==> config.mk <==
export PLATFORM = sky130hd
export DESIGN_NAME = scan_sequencer
export DESIGN_NICKNAME = d
export VERILOG_FILES = /design/src/rtl/scan_pkg.sv /design/src/rtl/scan_next_idx.sv /design/src/rtl/scan_sequencer.sv
export SDC_FILE = /design/constraint.sdc
export NUM_CORES = 1
export LEC_CHECK = 0
export CAP_MARGIN = 20
export CORE_MARGIN = 5
export CORE_UTILIZATION = 50
export CTS_CLUSTER_DIAMETER = 200
export DETAILED_ROUTE_END_ITERATION = 8
export HOLD_SLACK_MARGIN = 0.03
export PLACE_DENSITY_LB_ADDON = 0.15
export RECOVER_POWER = 50
export SLEW_MARGIN = 20
export SYNTH_ARGS = -nofsm -noshare
export SYNTH_HDL_FRONTEND = slang
export SYNTH_SLANG_ARGS = --single-unit
==> constraint.sdc <==
create_clock -name iClk -period 2.7 [get_ports iClk]
set_clock_uncertainty 0.15 [all_clocks]
set_input_delay 0.54 -clock iClk [delete_from_list [all_inputs] [get_ports iClk]]
set_output_delay 0.54 -clock iClk [all_outputs]
set_load 0.01 [all_outputs]
==> src/rtl/scan_pkg.sv <==
// scan_pkg: shared decoder-enable encodings and sequencer state encoding
package scan_pkg;
    localparam logic [1:0] ENA_ON  = 2'b10;
    localparam logic [1:0] ENA_OFF = 2'b11;
    localparam logic [0:0] IDLE    = 1'b0;
    localparam logic [0:0] ACTIVE  = 1'b1;
endpackage

==> src/rtl/scan_next_idx.sv <==
// scan_next_idx: next set mask bit above cur, wrap flag and lowest set bit
module scan_next_idx (
    input  logic [7:0] mask,
    input  logic [2:0] cur,
    output logic [2:0] nxt,
    output logic       wrap,
    output logic [2:0] first
);
    always_comb begin
        nxt   = cur;
        wrap  = 1'b1;
        first = 3'd0;
        // Searching downward leaves the lowest qualifying index as the winner.
        for (int i = 7; i >= 0; i--) begin
            if (mask[i] && 3'(i) > cur) begin
                nxt  = 3'(i);
                wrap = 1'b0;
            end
            if (mask[i]) first = 3'(i);
        end
    end
endmodule

==> src/rtl/scan_sequencer.sv <==
// scan_sequencer: sweeps masked channels with a dwell time, driving a 3-to-8 decoder
module scan_sequencer
    import scan_pkg::*;
#(
    parameter int DWELL_W = 16
) (
    input  logic               iClk,
    input  logic               iRst_n,
    input  logic               iStart,
    input  logic               iStop,
    input  logic               iMode,
    input  logic [DWELL_W-1:0] iDwell,
    input  logic [7:0]         iMask,
    output logic [2:0]         oData,
    output logic [1:0]         oEna,
    output logic               oBusy,
    output logic               oDone,
    output logic               oWrap
);
    logic [0:0]         state_q, state_d;
    logic [7:0]         mask_q, mask_d;
    logic [DWELL_W-1:0] dwell_q, dwell_d, cnt_q, cnt_d, dwell_in;
    logic [2:0]         data_q, data_d;
    logic [1:0]         ena_q, ena_d;
    logic               busy_q, busy_d, done_q, done_d, wrap_q, wrap_d;
    logic [2:0]         nxt, in_first, unused_first, unused_nxt;
    logic               at_top, unused_wrap;

    scan_next_idx u_cur (.mask(mask_q), .cur(data_q), .nxt(nxt), .wrap(at_top), .first(unused_first));
    scan_next_idx u_in (.mask(iMask), .cur(data_q), .nxt(unused_nxt), .wrap(unused_wrap), .first(in_first));

    assign dwell_in = (iDwell == '0) ? DWELL_W'(1) : iDwell;

    always_comb begin
        state_d = state_q;
        mask_d  = mask_q;
        dwell_d = dwell_q;
        cnt_d   = cnt_q;
        data_d  = data_q;
        ena_d   = ena_q;
        busy_d  = busy_q;
        done_d  = 1'b0;
        wrap_d  = 1'b0;
        if (state_q == IDLE) begin
            if (iStart && !iStop && |iMask) begin
                state_d = ACTIVE;
                mask_d  = iMask;
                dwell_d = dwell_in;
                cnt_d   = dwell_in - 1'b1;
                data_d  = in_first;
                ena_d   = ENA_ON;
                busy_d  = 1'b1;
            end
        end else if (iStop) begin
            state_d = IDLE;
            ena_d   = ENA_OFF;
            busy_d  = 1'b0;
        end else if (cnt_q != '0) begin
            cnt_d = cnt_q - 1'b1;
        end else if (!at_top) begin
            data_d = nxt;
            cnt_d  = dwell_q - 1'b1;
        end else if (!iMode && |iMask) begin
            // Continuous wrap picks up a fresh mask and dwell for the next pass.
            mask_d  = iMask;
            dwell_d = dwell_in;
            cnt_d   = dwell_in - 1'b1;
            data_d  = in_first;
            wrap_d  = 1'b1;
        end else begin
            state_d = IDLE;
            ena_d   = ENA_OFF;
            busy_d  = 1'b0;
            done_d  = iMode;
        end
    end

    always_ff @(posedge iClk) begin
        if (!iRst_n) begin
            state_q <= IDLE;
            mask_q  <= '0;
            dwell_q <= DWELL_W'(1);
            cnt_q   <= '0;
            data_q  <= 3'd0;
            ena_q   <= ENA_OFF;
            busy_q  <= 1'b0;
            done_q  <= 1'b0;
            wrap_q  <= 1'b0;
        end else begin
            state_q <= state_d;
            mask_q  <= mask_d;
            dwell_q <= dwell_d;
            cnt_q   <= cnt_d;
            data_q  <= data_d;
            ena_q   <= ena_d;
            busy_q  <= busy_d;
            done_q  <= done_d;
            wrap_q  <= wrap_d;
        end
    end

    assign oData = data_q;
    assign oEna  = ena_q;
    assign oBusy = busy_q;
    assign oDone = done_q;
    assign oWrap = wrap_q;
endmodule

# == After elaboration in Yosys (flattened, before gate mapping) ==
# Index checks and enable logic that the tools add are counted.
# W data, S select, Z words.
# op_classes
n_addsub,3
order_cmp,8
eq_ne,10
n_mux,67
n_bitwise,3
reduce_logical,23
# op_table
op,n
$mux W16,13
$mux W3,22
$mux W8,6
$sub A16 B1 Y16 const B,3
$mux W1,20
$logic_not A16 Y1,1
$reduce_bool A16 Y1,1
$gt A3 B3 Y1 const A,4
$mux W2,6
$logic_and A1 B1 Y1,11
$ne A10 B1 Y1 const B,1
$reduce_and A5 Y1,2
$reduce_or A8 Y1,1
$gt A1 B3 Y1 const A,2
$gt A2 B3 Y1 const A,2
$ne A3 B2 Y1 const B,2
$ne A3 B3 Y1 const B,2
$reduce_or A6 Y1,1
$reduce_or A5 Y1,1
$ne A2 B1 Y1 const B,2
$ne A2 B2 Y1 const B,2
$ne A4 B2 Y1 const B,1
$reduce_and A4 Y1,1
$not A1 Y1,3
3 further kinds,4
# totals
register_bits,49

# == Depth between registers and ports, before layout ==
# logic_depth
ltp_word,14
depth_mapped,10
mapped_depth_nobuf,10

# == Hierarchy ==
# From an unflattened synthesis, not the netlist that was laid out.
# unflattened
cells_unflattened,470
area_unflattened_um2,3623.5
# modules_own_cells
mod,n_inst,cells_per_inst,area_each_um2,seq_area_each_um2
scan_sequencer,1,382,3108.0,960.9
scan_next_idx,2,44,257.7,0.0

# == Worst setup path after synthesis ==
# No wires, ideal clock.
# synth_timing
kind,in2reg
start,in iDwell[11]
end,reg cnt_q[14]
arrival_time_ns,2.416
t_required_ns,2.419
path_slack_ns,0.003
cell_stages,10
path_cell_list,or4_1 nor2_1 a41oi_1 ha_1 nor3b_1 nand3_1 nor4_1 xor2_1 mux2i_1 o22ai_1
# synth_between
elab_chain_len,8
# synth_rtl
item,line,text
start: declaration,scan_sequencer.sv:12,"input logic [DWELL_W-1:0] iDwell,"
$logic_not A16 Y1,scan_sequencer.sv:32,assign dwell_in = (iDwell == '0) ? DWELL_W'(1) : iDwell;
$mux W16 *,scan_sequencer.sv:32,
$sub A16 B1 Y16 *,"scan_sequencer.sv:49, scan_sequencer.sv:67",
$mux W16,scan_sequencer.sv:63,end else if (!iMode && |iMask) begin
$mux W16,scan_sequencer.sv:60,end else if (!at_top) begin
$mux W16,scan_sequencer.sv:58,end else if (cnt_q != '0) begin
$mux W16,scan_sequencer.sv:54,end else if (iStop) begin
$mux W16 *,scan_sequencer.sv:44,if (state_q == IDLE) begin
end signal: assignment,scan_sequencer.sv:93,cnt_q <= cnt_d;
end: declaration,scan_sequencer.sv:22,"logic [DWELL_W-1:0] dwell_q, dwell_d, cnt_q, cnt_d, dwell_in;"
# Every way passes the cells marked *; elsewhere a longest branch is shown, timed or not. The select of a mux whose other input is x is not followed.
# A chain may end at the register's enable or synchronous reset.

# == Final worst setup path ==
# layout_timing
start,in iMask[7]
end,reg cnt_q[8]
# layout_between
elab_chain_len,4
# layout_rtl
item,line,text
start: declaration,scan_sequencer.sv:13,"input logic [7:0] iMask,"
$reduce_or A8 Y1 *,"scan_sequencer.sv:45, scan_sequencer.sv:63",
$logic_and A1 B1 Y1 (on tied branches),"scan_sequencer.sv:63, scan_sequencer.sv:45",
$ne A4 B2 Y1 (no source line) / $reduce_bool A2 Y1 (equally long branches),n/a,
$reduce_and A3 Y1 (no source line) *,n/a,
# Every way passes the cells marked *; elsewhere a longest branch is shown, timed or not.

==> metrics.json <==
{
  "power_mw": 1.90,
  "max_clock_freq_ghz": 0.382,
  "vias": 3548,
  "start_util_pct": 51.9,
  "worst_slew_pin_slew_ns": 0.620,
  "cts.htree.levels": 2,
  "worst_slew_margin_relative_to_its_limit_pct": 58.7,
  "synth_cell_types": 72,
  "synth_area_leaders": "sky130_fd_sc_hd__dfxtp_1 28%, sky130_fd_sc_hd__nand2_1 7.7%, sky130_fd_sc_hd__mux2i_1 6.9%",
  "post_cts_hold_buffer_count": 0,
  "rows": 29,
  "critical_path.max_fanout": 7,
  "area_growth_synth_to_finish_pct": 30.2,
  "grt_max_degree": 64,
  "pwr-share-seq_pct": 41.7,
  "io_pins": 37,
  "report.final.slew_viol_count": 0,
  "synthesis.nets": 452,
  "place.port_buffers": 35,
  "synth-async-reset-ratio_pct": 0,
  "yosys.area.top_type_share_pct": 28.4,
  "worst_path_arrival_time_ns": 2.69,
  "finalWorstSetupSlack_ns": 0.0841,
  "postSynthCellCount": 419,
  "finalWeightedCongestion": 0.924,
  "max-vdd-ir-drop_v": 0.000321,
  "worst_setup_hold_path_clk_slew_ns": 0.09,
  "worst_skew_pair.late_latency_ns": 0.30,
  "worst_path_max_delay_cell": "sky130_fd_sc_hd__clkdlybuf4s50_1",
  "grt_antenna_before_repair": 0,
  "synth_enable_flop_cells": 0,
  "clock_sinks": 47,
  "power_density_mw_per_mm2": 440,
  "place_ws_ns": -0.534,
  "critical-path-max-stage-delay_ns": 0.52,
  "hold_path_class": "reg -> reg",
  "final-hold-violation-count": 0,
  "drive_gt1_share_pct": 19.4,
  "utilization_pct": 67.6,
  "routedWlPerCell_um": 17.0,
  "nets": 543,
  "clock_power_share_pct": 25.0,
  "chipHeight_um": 91.4,
  "power_frac_comb_pct": 33.2,
  "cts_buffer_depth": 2,
  "static-leakage-power_nw": 1.73,
  "numCtsBuffers": 5,
  "insertedDiodeCount": 0,
  "area_used_by_multi_input_combinational_logic_mm2": 0.00225,
  "first_pass_iters": 5,
  "path_cells": "clkdlybuf4s50_1 > nor4_1 > clkbuf_2 > a21bo_2 > a21oi_1 > clkbuf_2 > o31a_1 > buf_4 > o21ai_1 > a31oi_1",
  "synthFlopType": "sky130_fd_sc_hd__dfxtp_1",
  "report.final.setup_viol": 0,
  "finish.instance_area_mm2": 0.00432,
  "synthesis.yosys.warnings": 0,
  "min_period_ns": 2.62,
  "critical_path.most_common_cell": "sky130_fd_sc_hd__clkbuf_2",
  "syn-cell-area_mm2": 0.00331,
  "worstSetupPathType": "in -> reg",
  "fin_crit_sh_pct": 96.9,
  "power_switching_uw": 634,
  "detail_route.vias_per_cell": 6.03,
  "first_pass_grt_wire_length_um": 16600,
  "die_area_mm2": 0.00836,
  "critical_path_required_ns": 2.77,
  "drc_errors": 0,
  "internal_power_mw": 1.27,
  "first_global_vias": 3394,
  "postSynthAreaPerCell_um2": 7.91,
  "cap_viol_max_count": 0,
  "synth_sequential_area_ratio_pct": 28.4,
  "detail_route.iter0.violations": 244,
  "finalWirelength_um": 10000,
  "fin_worst_hold_slack_ns": 0.316,
  "ys_seq_elements": 47,
  "core_mm2": 0.00639,
  "grt-ovfl-total": 0,
  "cts_tree": "built",
  "cell_at_the_root_of_the_clock_tree": "sky130_fd_sc_hd__clkbuf_8",
  "worst_setup_path_end_kind": "flip-flop",
  "gr-usage-all-layers_pct": 24.1,
  "synth_largest_area_cell": "sky130_fd_sc_hd__dfxtp_1",
  "post_dp_cell_area_mm2": 0.00416,
  "run_status": "complete, no violations",
  "ant_nets": 0,
  "area.sequential_um2": 941,
  "die_width_um": 91.4,
  "setup.worst_path.start_class": "input pin",
  "n_fill_cell": 560,
  "switching_share_pct": 33.3,
  "dp_hpwl_um": 7520
}
[power by group through the flow]
stage                     clock [mW]  combinational (mW)  sequential (mW)
final                          0.476               0.632            0.793
after CTS                      0.490               0.626            0.791
after detailed placement           0               0.619            0.807
after global placement             0               0.608            0.805
after floorplan                    0               0.367            0.793
after global routing           0.522               0.686            0.800
[timing repair]
action	CTS	global route
pin swaps	6	6
endpoints found under the hold margin	0	0
endpoints found under the setup margin	6	38
cloned	0	0
resized for setup	7	7
buffers inserted	1	2
[sequential cells by signal, summed over array words and instances (netlist names)]
signal	flops
oData	3
oDone	1
oEna	1
state_q	1
mask_q	7
oBusy	1
cnt_q	16
dwell_q	16
oWrap	1
[layout by cell type (no fill, tap or decap), types with 5 or more instances in the layout]
cell type	synthesis	final
sky130_fd_sc_hd__a21oi_1	12	12
sky130_fd_sc_hd__a31oi_1	7	7
sky130_fd_sc_hd__buf_4	1	62
sky130_fd_sc_hd__clkbuf_8	0	7
sky130_fd_sc_hd__clkdlybuf4s50_1	0	24
sky130_fd_sc_hd__dfxtp_1	47	47
sky130_fd_sc_hd__dlygate4sd3_1	0	7
sky130_fd_sc_hd__inv_1	17	17
sky130_fd_sc_hd__mux2i_1	23	23
sky130_fd_sc_hd__nand2_1	68	68
sky130_fd_sc_hd__nand3_1	15	14
sky130_fd_sc_hd__nand4_1	5	5
sky130_fd_sc_hd__nor2_1	29	28
sky130_fd_sc_hd__nor3_1	11	11
sky130_fd_sc_hd__nor4_1	10	9
sky130_fd_sc_hd__nor4_2	4	5
sky130_fd_sc_hd__o211ai_1	8	8
sky130_fd_sc_hd__o21ai_0	10	9
sky130_fd_sc_hd__o21ai_1	8	9
sky130_fd_sc_hd__or3_1	7	7
sky130_fd_sc_hd__xnor2_1	12	12
sky130_fd_sc_hd__xor2_1	16	16
[stage by stage]
step / TNS (ns) / std cells
floorplan: 0 / 419
global placement: -3.18 / 577
detailed placement: -4.03 / 577
CTS: 0 / 586
global route: -0.0229 / 588
finish: 0 / 588
[worst max-delay path: cells and delay by family]
family / cells / cell delay, ns
buffers and inverters: 4 / 1.12
AOI/OAI and AO/OA: 5 / 0.95
and+or+nand+nor: 1 / 0.08
[cell families (layout without fill, tap and decap cells)]
| kind of cell | Yosys count | in the layout | synth area share, % |
|---|---|---|---|
| XOR/XNOR | 28 | 28 | 7.40 |
| other | 1 | 1 | 0.113 |
| adder cells (fa/ha/maj) | 4 | 4 | 1.51 |
| AND/OR/NAND/NOR | 183 | 183 | 28.1 |
| AO/OA/AOI/OAI | 93 | 93 | 21.3 |
| multiplexers | 26 | 26 | 7.97 |
| flip-flops | 47 | 47 | 28.4 |
| buffers and inverters | 37 | 129 | 5.21 |
[worst paths after layout]
check | end | from | cells past startpoint | slack [ns]
worst max-delay path | cnt_q[8] | iMask[7] | 10 | 0.08
worst min-delay path | oEna[0] | oEna[0] | 2 | 0.32
worst min register to register | oEna[0] | oEna[0] | 2 | 0.32
worst max register to register | cnt_q[1] | oData[1] | 7 | 0.16
[synth_stat cells (5+ instances only)]
master and count:
sky130_fd_sc_hd__o21ai_0 10, sky130_fd_sc_hd__nor4_1 10, sky130_fd_sc_hd__buf_2 6, sky130_fd_sc_hd__o21ai_1 8
sky130_fd_sc_hd__nand2_1 68, sky130_fd_sc_hd__clkbuf_1 10, sky130_fd_sc_hd__nor3_1 11, sky130_fd_sc_hd__xnor2_1 12
sky130_fd_sc_hd__or3_1 7, sky130_fd_sc_hd__mux2i_1 23, sky130_fd_sc_hd__inv_1 17, sky130_fd_sc_hd__or4_1 5
sky130_fd_sc_hd__xor2_1 16, sky130_fd_sc_hd__nand4_1 5, sky130_fd_sc_hd__a21oi_1 12, sky130_fd_sc_hd__nand3_1 15
sky130_fd_sc_hd__o211ai_1 8, sky130_fd_sc_hd__a31oi_1 7, sky130_fd_sc_hd__dfxtp_1 47, sky130_fd_sc_hd__nor2_1 29
[layout make-up]
cell class                 instances  share of cell area [%]
clock buffer                       8                    2.32
inverter                          17                    1.48
multi-input combinational        335                    52.1
sequential                        47                    21.8
tap                               77                    2.23
timing repair buffer             104                    20.0
[metal layers]
layer / up-vias / share of wire (%) / global-route usage, %
li1: 1722 / - / -
met1: 1646 / 45 / 33.2
met2: 159 / 45 / 38.8
met3: 21 / 8.7 / 3.97
met4: 0 / 1.9 / 6.60
met5: - / 0 / 0
(Power assumes the default switching activity.)
